File: src/rtl/mskaes_ctrl_pkg.sv
// Shared constants and state encoding for the masked AES-128 controllers.
package mskaes_ctrl_pkg;

  // Latency of the HPC masked S-box, same for state and key-schedule pipelines.
  localparam int unsigned SBOX_LAT_DEFAULT = 6;
  localparam int unsigned NROUNDS          = 10;
  // rcon after NROUNDS forward key-schedule steps: xtime^10(0x01).
  localparam logic [7:0]  RCON_END         = 8'h6c;

  typedef enum logic [2:0] {
    StIdle,
    StKeyPre,
    StArk0,
    StWaitR,
    StWaitLastR
  } ctrl_state_e;

endpackage

File: src/rtl/mskaes_round_timer.sv
// Cycle-within-round and round counters shared by the AES controllers.
module mskaes_round_timer
  import mskaes_ctrl_pkg::*;
#(
  parameter int unsigned SboxLat = SBOX_LAT_DEFAULT
) (
  input  logic       clk,
  input  logic       nrst,
  input  logic       cnt_en_i,
  input  logic       cnt_clr_i,
  input  logic       rnd_inc_i,
  input  logic       rnd_clr_i,
  output logic       cnt_zero_o,
  output logic       last_cycle_o,
  output logic [3:0] round_o
);

  logic [3:0] cnt_fsm_q, cnt_fsm_d;
  logic [3:0] cnt_rounds_q, cnt_rounds_d;

  assign cnt_zero_o   = (cnt_fsm_q == 4'd0);
  assign last_cycle_o = (cnt_fsm_q == 4'(SboxLat));
  assign round_o      = cnt_rounds_q;

  // Next-state: the cycle counter wraps to zero on the last S-box cycle.
  always_comb begin
    cnt_fsm_d    = cnt_fsm_q;
    cnt_rounds_d = cnt_rounds_q;
    if (cnt_clr_i || (cnt_en_i && last_cycle_o)) begin
      cnt_fsm_d = 4'd0;
    end else if (cnt_en_i) begin
      cnt_fsm_d = cnt_fsm_q + 4'd1;
    end
    if (rnd_clr_i) begin
      cnt_rounds_d = 4'd0;
    end else if (rnd_inc_i) begin
      cnt_rounds_d = cnt_rounds_q + 4'd1;
    end
  end

  // Counter registers, synchronously cleared.
  always_ff @(posedge clk) begin
    if (!nrst) begin
      cnt_fsm_q    <= 4'd0;
      cnt_rounds_q <= 4'd0;
    end else begin
      cnt_fsm_q    <= cnt_fsm_d;
      cnt_rounds_q <= cnt_rounds_d;
    end
  end

endmodule

File: src/rtl/mskaes_128bits_inv_fsm.sv
// Control FSM for the masked AES-128 decryption datapath: forward key
// pre-expansion to round key 10 (optional), initial AddRoundKey, 9 inverse
// rounds and a final round without InvMixColumns.
module mskaes_128bits_inv_fsm
  import mskaes_ctrl_pkg::*;
#(
  parameter int unsigned SBOX_LAT = SBOX_LAT_DEFAULT
) (
  input  logic clk,
  input  logic nrst,
  input  logic valid_in,
  input  logic key_is_last,
  output logic ready,
  output logic plain_valid,
  output logic feed_in,
  output logic state_reg_enable,
  output logic state_mux_ark0,
  output logic state_mux_lastR,
  output logic key_reg_enable,
  output logic SB_valid_in,
  output logic KS_in_valid,
  output logic KS_dir,
  output logic KS_rcon_update,
  output logic KS_rcon_rst,
  output logic KS_rcon_set_end
);

  ctrl_state_e state_q, state_d;
  logic        plain_valid_q, plain_valid_d;

  logic       cnt_en, cnt_clr, rnd_inc, rnd_clr;
  logic       cnt_zero, last_cycle;
  logic [3:0] round;

  mskaes_round_timer #(
    .SboxLat (SBOX_LAT)
  ) u_timer (
    .clk          (clk),
    .nrst         (nrst),
    .cnt_en_i     (cnt_en),
    .cnt_clr_i    (cnt_clr),
    .rnd_inc_i    (rnd_inc),
    .rnd_clr_i    (rnd_clr),
    .cnt_zero_o   (cnt_zero),
    .last_cycle_o (last_cycle),
    .round_o      (round)
  );

  assign plain_valid = plain_valid_q;

  // Next-state and strobe decode.
  always_comb begin
    state_d          = state_q;
    ready            = 1'b0;
    feed_in          = 1'b0;
    state_reg_enable = 1'b0;
    state_mux_ark0   = 1'b0;
    state_mux_lastR  = 1'b0;
    key_reg_enable   = 1'b0;
    SB_valid_in      = 1'b0;
    KS_in_valid      = 1'b0;
    KS_dir           = 1'b0;
    KS_rcon_update   = 1'b0;
    KS_rcon_rst      = 1'b0;
    KS_rcon_set_end  = 1'b0;
    cnt_en           = 1'b0;
    cnt_clr          = 1'b0;
    rnd_inc          = 1'b0;
    rnd_clr          = 1'b0;
    plain_valid_d    = 1'b0;

    unique case (state_q)
      StIdle: begin
        ready            = 1'b1;
        // Registers track the inputs while idle so the accept cycle loads them.
        feed_in          = 1'b1;
        state_reg_enable = 1'b1;
        key_reg_enable   = 1'b1;
        if (valid_in) begin
          cnt_clr = 1'b1;
          rnd_clr = 1'b1;
          if (key_is_last) begin
            KS_rcon_set_end = 1'b1;
            state_d         = StArk0;
          end else begin
            KS_rcon_rst = 1'b1;
            state_d     = StKeyPre;
          end
        end
      end

      StKeyPre: begin
        cnt_en      = 1'b1;
        KS_in_valid = cnt_zero;
        if (last_cycle) begin
          key_reg_enable = 1'b1;
          KS_rcon_update = 1'b1;
          if (round == 4'(NROUNDS - 1)) begin
            rnd_clr = 1'b1;
            state_d = StArk0;
          end else begin
            rnd_inc = 1'b1;
          end
        end
      end

      StArk0: begin
        state_reg_enable = 1'b1;
        state_mux_ark0   = 1'b1;
        state_d          = StWaitR;
      end

      StWaitR, StWaitLastR: begin
        KS_dir = 1'b1;
        cnt_en = 1'b1;
        if (cnt_zero) begin
          KS_in_valid = 1'b1;
          SB_valid_in = 1'b1;
        end
        if (last_cycle) begin
          state_reg_enable = 1'b1;
          key_reg_enable   = 1'b1;
          KS_rcon_update   = 1'b1;
          if (state_q == StWaitLastR) begin
            state_mux_lastR = 1'b1;
            rnd_clr         = 1'b1;
            plain_valid_d   = 1'b1;
            state_d         = StIdle;
          end else begin
            rnd_inc = 1'b1;
            if (round == 4'(NROUNDS - 2)) begin
              state_d = StWaitLastR;
            end
          end
        end
      end

      default: state_d = StIdle;
    endcase
  end

  // State register and registered plaintext strobe.
  always_ff @(posedge clk) begin
    if (!nrst) begin
      state_q       <= StIdle;
      plain_valid_q <= 1'b0;
    end else begin
      state_q       <= state_d;
      plain_valid_q <= plain_valid_d;
    end
  end

endmodule

File: config.mk
export PLATFORM = sky130hd
export DESIGN_NAME = mskaes_128bits_inv_fsm
export DESIGN_NICKNAME = d
export VERILOG_FILES = /design/src/rtl/mskaes_ctrl_pkg.sv /design/src/rtl/mskaes_round_timer.sv /design/src/rtl/mskaes_128bits_inv_fsm.sv
export SDC_FILE = /design/constraint.sdc
export NUM_CORES = 1
export LEC_CHECK = 0
export CELL_PAD_IN_SITES_DETAIL_PLACEMENT = 1
export CELL_PAD_IN_SITES_GLOBAL_PLACEMENT = 1
export CORE_UTILIZATION = 30
export DETAILED_ROUTE_END_ITERATION = 7
export PLACE_DENSITY = 0.62
export REMOVE_ABC_BUFFERS = 1
export SLEW_MARGIN = 30
export SYNTH_ARGS = -nofsm -noshare
export SYNTH_HDL_FRONTEND = slang
export SYNTH_SLANG_ARGS = --single-unit
File: constraint.sdc
create_clock -name clk -period 3.6 [get_ports clk]
set_input_delay 0.72 -clock clk [delete_from_list [all_inputs] [get_ports clk]]
set_output_delay 0.72 -clock clk [all_outputs]
set_load 0.005 [all_outputs]
# Word-level counts from Yosys, hierarchy flattened
# Cells that the tools add are included.
# W data, S select, Z words.
[classes]
n_addsub = 2
eq_ne = 12
mux = 38
n_bitwise = 1
n_reduce_logical = 10
[ops]
columns = ["cell", "count"]
rows = [
  ["$mux W1", 25],
  ["$mux W3", 6],
  ["$pmux W3 S4", 1],
  ["$add A4 B1 Y4 const B", 2],
  ["$eq A4 B4 Y1 const B", 2],
  ["$pmux W1 S2", 4],
  ["$reduce_or A2 Y1", 4],
  ["$eq A3 B2 Y1 const B", 2],
  ["$reduce_and A5 Y1", 1],
  ["$eq A4 B3 Y1 const B", 1],
  ["$logic_not A4 Y1", 1],
  ["$ne A2 B1 Y1 const B", 2],
  ["$ne A2 B2 Y1 const B", 2],
  ["$eq A3 B1 Y1 const B", 1],
  ["$eq A3 B3 Y1 const B", 1],
  ["$logic_not A3 Y1", 1],
  ["$ne A3 B3 Y1 const B", 1],
  ["$pmux W1 S3", 1],
  ["$reduce_or A3 Y1", 1],
  ["$mux W2", 1],
  ["$logic_and A1 B1 Y1", 1],
  ["$logic_or A1 B1 Y1", 1],
  ["$not A1 Y1", 1],
]
[word_totals]
regBits = 12
inputBits = 4
out_inout_bits = 13
wordCells = 67

# Depth between registers and ports, before layout
# Gate-level depths: netlist (run 1).
[logic_depth]
word_depth = 6
ltp_mapped = 7
mapped_depth_nobuf = 7

# By module
# From an unflattened synthesis (run 1), not the netlist that was laid out.
[hier_totals]
hier_cells = 93
hier_area_um2 = 775.7
[by_module_without_submodules]
columns = ["mod", "instances", "cells_each", "area_each_um2", "seq_area_each_um2"]
rows = [
  ["mskaes_128bits_inv_fsm", 1, 54, 399.1, 80.1],
  ["mskaes_round_timer", 1, 39, 376.6, 160.2],
]

# Worst setup path before layout (run 1)
# Ideal clock, no wire load.
[synth_timing]
path_kind = "reg2out"
start = "register u_timer.cnt_fsm_q[0]"
end = "output port key_reg_enable"
arrival_ns = 1.285
t_required_ns = 2.880
path_slack_ns = 1.595
path_stages_with_launch = 7
n_path_buf = 1
path_cell_list = "dfxtp_1 -> inv_1 -> ha_1 -> nand3b_4 -> clkbuf_1 -> a211o_1 -> o21ai_0"
[synth_via]
elab_chain_len = 3
[synth_lines]
columns = ["element", "line", "source"]
rows = [
  ["start, declared", "mskaes_round_timer.sv:18", "logic [3:0] cnt_fsm_q, cnt_fsm_d;"],
  ["start signal, assigned", "mskaes_round_timer.sv:47", "cnt_fsm_q <= cnt_fsm_d;"],
  ["$eq A4 B3 Y1", "mskaes_round_timer.sv:22", "assign last_cycle_o = (cnt_fsm_q == 4'(SboxLat));"],
  ["$mux W1", "mskaes_128bits_inv_fsm.sv:95, mskaes_128bits_inv_fsm.sv:120", ""],
  ["$pmux W1 S2", "mskaes_128bits_inv_fsm.sv:72", "unique case (state_q)"],
  ["end, declared", "mskaes_128bits_inv_fsm.sv:19", "output logic key_reg_enable,"],
]
# No other way between the ends.

# Worst setup path in the final report (run 1)
# Ends and elaborated chain as after synthesis.

==> flow_summary.ini, run 1 <==
[floorplanning]
overall_die_width_um = 55.06
initial_utilization_pct = 32.89
die-height_um = 55.06
die_area_um2 = 3032
placementRows = 18
ios = 17
coreArea_um2 = 2567

[final_layout]
layout.cells.most_common_list = sky130_fd_sc_hd__clkdlybuf4s50_1 (16), sky130_fd_sc_hd__nor2_1 (14), sky130_fd_sc_hd__dfxtp_1 (12)
flow.area_growth_from_synthesis_pct = 23.85
antenna-diode-count = 0
design.final.nets = 127
post-route-cell-area_um2 = 1046
drive_above_1_share_pct = 10.34
n_fill_cell = 305
layout.cells.most_common = sky130_fd_sc_hd__clkdlybuf4s50_1

[timing]
timing.hold.ws_ns = 0.5149
max-slew-margin-rel_pct = 62.10
final-max-slew-violation-count = 0
finalCriticalPeriod_ns = 2.784
setup_ws_ns = 0.8158
setup_viol = 0
timing.setup.tns_ns = 0
clock-skew-final_ns = 0.006256
timing.final.hold_violations = 0
slew_at_the_pin_closest_to_its_max_slew_limit_ns = 0.5678
fmaxAchievable_mhz = 359.2
setup_repair_after_global_routing_missed_its_margin = no
post-route-period-util_pct = 77.34

[logic_synthesis]
ys_seq_area_share_pct = 28.44
synth-edff-count = 0
netlist_area_um2 = 844.6
ys_warn_count = 0
postSynth.topFlopCell = sky130_fd_sc_hd__dfxtp_1
syn-mean-instance-area_um2 = 8.362
synth_async_sr_flop_share_pct = 0
syn_inst = 101
yosys.cell_types.count = 39
ys_ff_latch = 12

[route]
highest-signal-layer = met4
route.met2.wl_um = 898
drt-wirelength-per-cell_um = 12.88
wl_met1_um = 869
met3RoutedLength_um = 72
dr_total_vias = 765
drt_iter0_drc = 3
drt-total-wl_mm = 1.880
antenna_left = 0
post_drt_via_cell_ratio = 5.240
drc = 0
drt_pass1_iterations = 2

[setup_path]
crit_fanout = 13
cp_cell_sequence = inv_1 > ha_1 > nand3b_4 > a211o_1 > o21ai_0 > clkdlybuf4s50_1
critical_path.endpoint_type = primary output
crit_family = buffers and inverters
timing.critical_path.buf_inv = 2
path_class = flip-flop to primary output
critical-path-slowest-cell = sky130_fd_sc_hd__clkdlybuf4s50_1
worst_stage_delay_on_the_critical_path_ns = 0.53
setup.worst_path.start_class = flip-flop
critical_path_arrival_ns = 2.06
timing.critical_path.required_ns = 2.88

[global_routing]
gr-total-overflow = 0
grt_util_all_layers_pct = 15.14
grt_max_degree = 16
antenna_found_initial = 0
first_global_vias = 710
grt_pass1_wl_mm = 3.187

[clock_tree]
ctsRootBufferMaster = sky130_fd_sc_hd__clkbuf_4
tritoncts = done
max-clock-path-buffers = 2
cts_setup_buffers = 0
cts_made_buffers = 3
cts_repair_resize_count = 0
insertion_delay_ns = 0.28
clock_tree.htree_level_count = 1
cts_num_sinks = 12
cts_hold_repair.buffers = 0
cts.reportedPaths.clkPinSlew_ns = 0.09

[place]
detailed_place_hpwl_mm = 1.429
placement.cell_area_um2 = 1010
io_buffers = 16
detailedPlace.worstSlack_ns = 0.8787
globalplace.congestion = 0.7193

[min_path]
holdCritPathClass = flip-flop to flip-flop

[power]
clock_power_share_pct = 22.6
power_frac_seq_pct = 36.7
peakVddDrop_mv = 0.2867
p_leak_nw = 0.4280
report.power.total_w = 0.0004968
intPower_w = 0.0003193
netSwitchingPower_w = 0.0001775
swShare_pct = 35.74
total_power_per_unit_cell_area_nw_per_um2 = 475.0
portion_of_total_power_attributed_to_combinational_logic_pct = 40.7

[run]
timing.max_cap.violations = 0

[run_status]
outcome = finished, final reports clean
[power by group through the flow]
| stage | Sequential, W | Clock (W) | Combinational, W |
|---|---|---|---|
| 2_1_floorplan | 0.000174 | 0 | 0.000110 |
| 3_3_place_gp | 0.000184 | 0 | 0.000204 |
| 3_5_place_dp | 0.000185 | 0 | 0.000205 |
| 4_1_cts | 0.000182 | 0.000117 | 0.000206 |
| 5_1_grt | 0.000186 | 0.000125 | 0.000230 |
| 6_report | 0.000182 | 0.000112 | 0.000202 |
[stage by stage]
step           instances  util, %
2_1_floorplan         96        -
3_3_place_gp         142    39.33
3_5_place_dp         142    39.33
4_1_cts              146    40.74
5_1_grt              146    40.74
6_report             146    40.74
[logic make-up after synthesis]
kind of cell	synth area share [%]
DFF	28.44
muxes	2.370
adders and majority gates	8.889
buffers and inverters	6.074
AOI/OAI and AO/OA	14.37
and+or+nand+nor	34.67
xor gates and xnor gates	5.186
[registers in the layout (all words and copies together) (netlist names)]
name               flops
u_timer.round_o        4
u_timer.cnt_fsm_q      4
state_q                3
plain_valid            1
[final timing paths]
check | endpoint | startpoint | slack (ns) | depth (start not counted)
max | key_reg_enable | u_timer.cnt_fsm_q[0]$_SDFFE_PP0P_ | 0.82 | 6
min | u_timer.cnt_fsm_q[3]$_SDFFE_PP0P_ | u_timer.cnt_fsm_q[3]$_SDFFE_PP0P_ | 0.51 | 2
max reg2reg | u_timer.cnt_fsm_q[2]$_SDFFE_PP0P_ | state_q[2]$_SDFFE_PN0P_ | 1.88 | 4
min reg2reg | u_timer.cnt_fsm_q[3]$_SDFFE_PP0P_ | u_timer.cnt_fsm_q[3]$_SDFFE_PP0P_ | 0.51 | 2
[Yosys cell counts, types with 2 or more instances]
master                     number  area share [%]
sky130_fd_sc_hd__inv_1          5             2.2
sky130_fd_sc_hd__or3_1          2             1.5
sky130_fd_sc_hd__ha_1           6             8.9
sky130_fd_sc_hd__nand2_1        8             3.6
sky130_fd_sc_hd__mux2i_1        2             2.4
sky130_fd_sc_hd__nor2b_1        2             1.5
sky130_fd_sc_hd__nand3b_1       2             1.8
sky130_fd_sc_hd__nor2_1        14             6.2
sky130_fd_sc_hd__xnor2_1        2             2.1
sky130_fd_sc_hd__o21ai_0        3             1.8
sky130_fd_sc_hd__dfxtp_1       12              28
sky130_fd_sc_hd__buf_2          2             1.2
sky130_fd_sc_hd__nor3_1         4             2.4
sky130_fd_sc_hd__nand3_1        3             1.8
sky130_fd_sc_hd__o211ai_1       2             1.8
sky130_fd_sc_hd__xor2_1         3             3.1
sky130_fd_sc_hd__a21oi_1        7             4.1
[metal layers]
metal  global-route usage (%)  vias up
met5                        0        -
met3                    3.279        4
met4                    8.750        0
li1                         -      384
met1                    17.16      361
met2                    25.90       16
[worst register-to-register path, stage by stage, from the launching register on]
cell and delay (ns):
sky130_fd_sc_hd__dfxtp_1 0.62, sky130_fd_sc_hd__nor3b_2 0.37, sky130_fd_sc_hd__nor2_2 0.15, sky130_fd_sc_hd__o211ai_1 0.38, sky130_fd_sc_hd__nor2_1 0.09
[area by class of cell]
class | count | area (um2) | share of cell area, %
multi-input combinational | 79 | 553.0 | 52.87
sequential | 12 | 240.2 | 22.97
timing repair buffer | 16 | 160.2 | 15.31
tap | 30 | 37.54 | 3.589
clock buffer | 4 | 36.28 | 3.469
inverter | 5 | 18.77 | 1.794
Power figures use the tool's default switching activity.
==> run 2, diff against run 1 <==
PLACE_DENSITY = 0.65   (was 0.62)
clock period = 2.3 ns   (was 3.6 ns; I/O delays follow)
==> run 2 against run 1 <==
  * Count of clock-buffer cells in the layout stayed put
  * Clock skew up 0.0051 ns
  * Global-route usage is 0.30 points lower
  * Highest routed layer unchanged
  * First-iteration DRC count grew to 2.7 times the previous value
  * Sequential power rose by 54%
  * Sequential cell count unchanged
==> flow_summary.ini, run 2 (synthesis gave the netlist of run 1 again) <==
[run_status]
outcome = finished, final reports clean

[final_layout]
design.final.nets = 134
antenna-diode-count = 0
flow.area_growth_from_synthesis_pct = 33.04
layout.cells.most_common_list = sky130_fd_sc_hd__nor2_1 (14), sky130_fd_sc_hd__clkdlybuf4s50_1 (14), sky130_fd_sc_hd__nand2_1 (8), sky130_fd_sc_hd__dfxtp_1 (8)
drive_above_1_share_pct = 23.58
finish.cell_count_without_fillers = 153
seq_area_um2 = 250.2
n_fill_cell = 328
total_area_of_multi_input_combinational_cells_um2 = 574.3

[clock_tree]
clock_tree.htree_level_count = 1
cts_num_sinks = 12
ctsRootBufferMaster = sky130_fd_sc_hd__clkbuf_4
cts.reportedPaths.clkPinSlew_ns = 0.09
max-clock-path-buffers = 2
cts_made_buffers = 3
insertion_delay_ns = 0.28
tritoncts = done

[setup_path]
crit_fanout = 5
cp_cell_sequence = inv_2 > ha_2 > nand3b_4 > buf_4 > nor2_1 > clkdlybuf4s50_1
logic_depth_of_the_worst_setup_path_including_buffers = 6
worst_stage_delay_on_the_critical_path_ns = 0.51
critical_path.endpoint_type = primary output
rr_worst_depth = 9
path_class = flip-flop to primary output
critical_path_arrival_ns = 1.79
critical-path-slowest-cell = sky130_fd_sc_hd__clkdlybuf4s50_1
crit_family = buffers and inverters
timing.critical_path.required_ns = 1.84
setup.worst_path.start_class = flip-flop
timing.critical_path.buf_inv = 3

[timing]
fmaxAchievable_mhz = 444.6
setup_viol = 0
final-max-slew-violation-count = 0
post-route-period-util_pct = 97.79
slew_at_the_pin_closest_to_its_max_slew_limit_ns = 0.4634
timing.setup.tns_ns = 0
finalCriticalPeriod_ns = 2.249
max-slew-margin-rel_pct = 69.05
clock-skew-final_ns = 0.01134
timing.final.hold_violations = 0

[route]
drc = 0
dr_total_vias = 785
antenna_left = 0
drt_pass1_iterations = 4
drt_iter0_drc = 8
drt-total-wl_mm = 2.055
post_drt_via_cell_ratio = 5.131
drt-wirelength-per-cell_um = 13.43

[power]
total_power_per_unit_cell_area_nw_per_um2 = 718.2
p_leak_nw = 0.4616
peakVddDrop_mv = 0.4182

[global_routing]
grt_pass1_wl_mm = 3.174
antenna_found_initial = 0
gr-total-overflow = 0
grt_max_degree = 12
first_global_vias = 736
grt_util_all_layers_pct = 14.84

[place]
io_buffers = 16
detailed_place_hpwl_mm = 1.565
globalplace.congestion = 0.7868
dpl.cell_count = 146

[floorplanning]
overall_die_width_um = 55.06
initial_utilization_pct = 32.89
die_area_um2 = 3032
ios = 17
die-height_um = 55.06
placementRows = 18
coreArea_um2 = 2567

[min_path]
hold_path_depth = 2
holdCritPathClass = flip-flop to flip-flop

[run]
timing.max_cap.violations = 0
[run 2: cell types whose count changed in the layout (fill, tap and decap cells not counted), moves of 2 or more]
cell / change
sky130_fd_sc_hd__buf_4: +7
sky130_fd_sc_hd__clkdlybuf4s50_1: -2
sky130_fd_sc_hd__dfxtp_1: -4
sky130_fd_sc_hd__dfxtp_2: +2
sky130_fd_sc_hd__dfxtp_4: +2
[run 2: repair_timing]
| action | CTS | global route |
|---|---|---|
| hold buffers | 0 | 0 |
| setup endpoints to repair | 7 | 5 |
| buffers inserted | 2 | 1 |
| gates resized for setup | 9 | 7 |
[run 2: power breakdown]
group	total, W	leakage (nW)	switching [W]	internal [W]
Combinational	0.000351	0.341	0.000164	0.000187
Clock	0.000175	0.0210	0.0000786	0.0000962
Sequential	0.000281	0.0994	0.0000510	0.000230
[run 2: metrics by stage]
step           setup slack [ns]  cell area, um2  hold slack (ns)  total power [W]  util (%)
5_1_grt                -0.03598            1124           0.5534        0.0008760     43.76
3_3_place_gp             0.1651            1040           0.4911        0.0006255     40.50
4_1_cts                0.007638            1101           0.5400        0.0008054     42.89
3_5_place_dp             0.1302            1040           0.5226        0.0006283     40.50
6_report                0.05083            1124           0.5417        0.0008069     43.76
2_1_floorplan            0.7004           812.0           0.4716        0.0004451         -
[run 2: area by class of cell]
class | count | share of cell area (%)
Multi-Input combinational cell | 79 | 51.11
Sequential cell | 12 | 22.27
Timing Repair Buffer | 23 | 18.37
Tap cell | 30 | 3.341
Clock buffer | 4 | 3.229
Inverter | 5 | 1.670
[run 2: per-layer routing]
| metal | part of all wire, % | global-route usage [%] | vias up |
|---|---|---|---|
| li1 | - | - | 397 |
| met1 | 48 | 18.24 | 370 |
| met2 | 47 | 25.30 | 16 |
| met3 | 4.4 | 4.918 | 2 |
| met4 | 0.68 | 2.500 | 0 |
| met5 | 0 | 0 | - |
[run 2: path summary, 6_finish.rpt]
check,start,endpoint,slack [ns]
worst max register to register,u_timer.cnt_fsm_q[0]$_SDFFE_PP0P_,state_q[1]$_SDFFE_PN0P_,0.43
worst min register to register,u_timer.cnt_fsm_q[3]$_SDFFE_PP0P_,u_timer.cnt_fsm_q[3]$_SDFFE_PP0P_,0.54
worst max-delay path,u_timer.cnt_fsm_q[0]$_SDFFE_PP0P_,KS_rcon_update,0.05
worst min-delay path,u_timer.cnt_fsm_q[3]$_SDFFE_PP0P_,u_timer.cnt_fsm_q[3]$_SDFFE_PP0P_,0.54
[run 2: worst min-delay path, stage by stage (launching register included)]
cell                      delay (ns)
sky130_fd_sc_hd__dfxtp_1        0.35
sky130_fd_sc_hd__o21ai_0        0.08
sky130_fd_sc_hd__a21oi_1        0.07
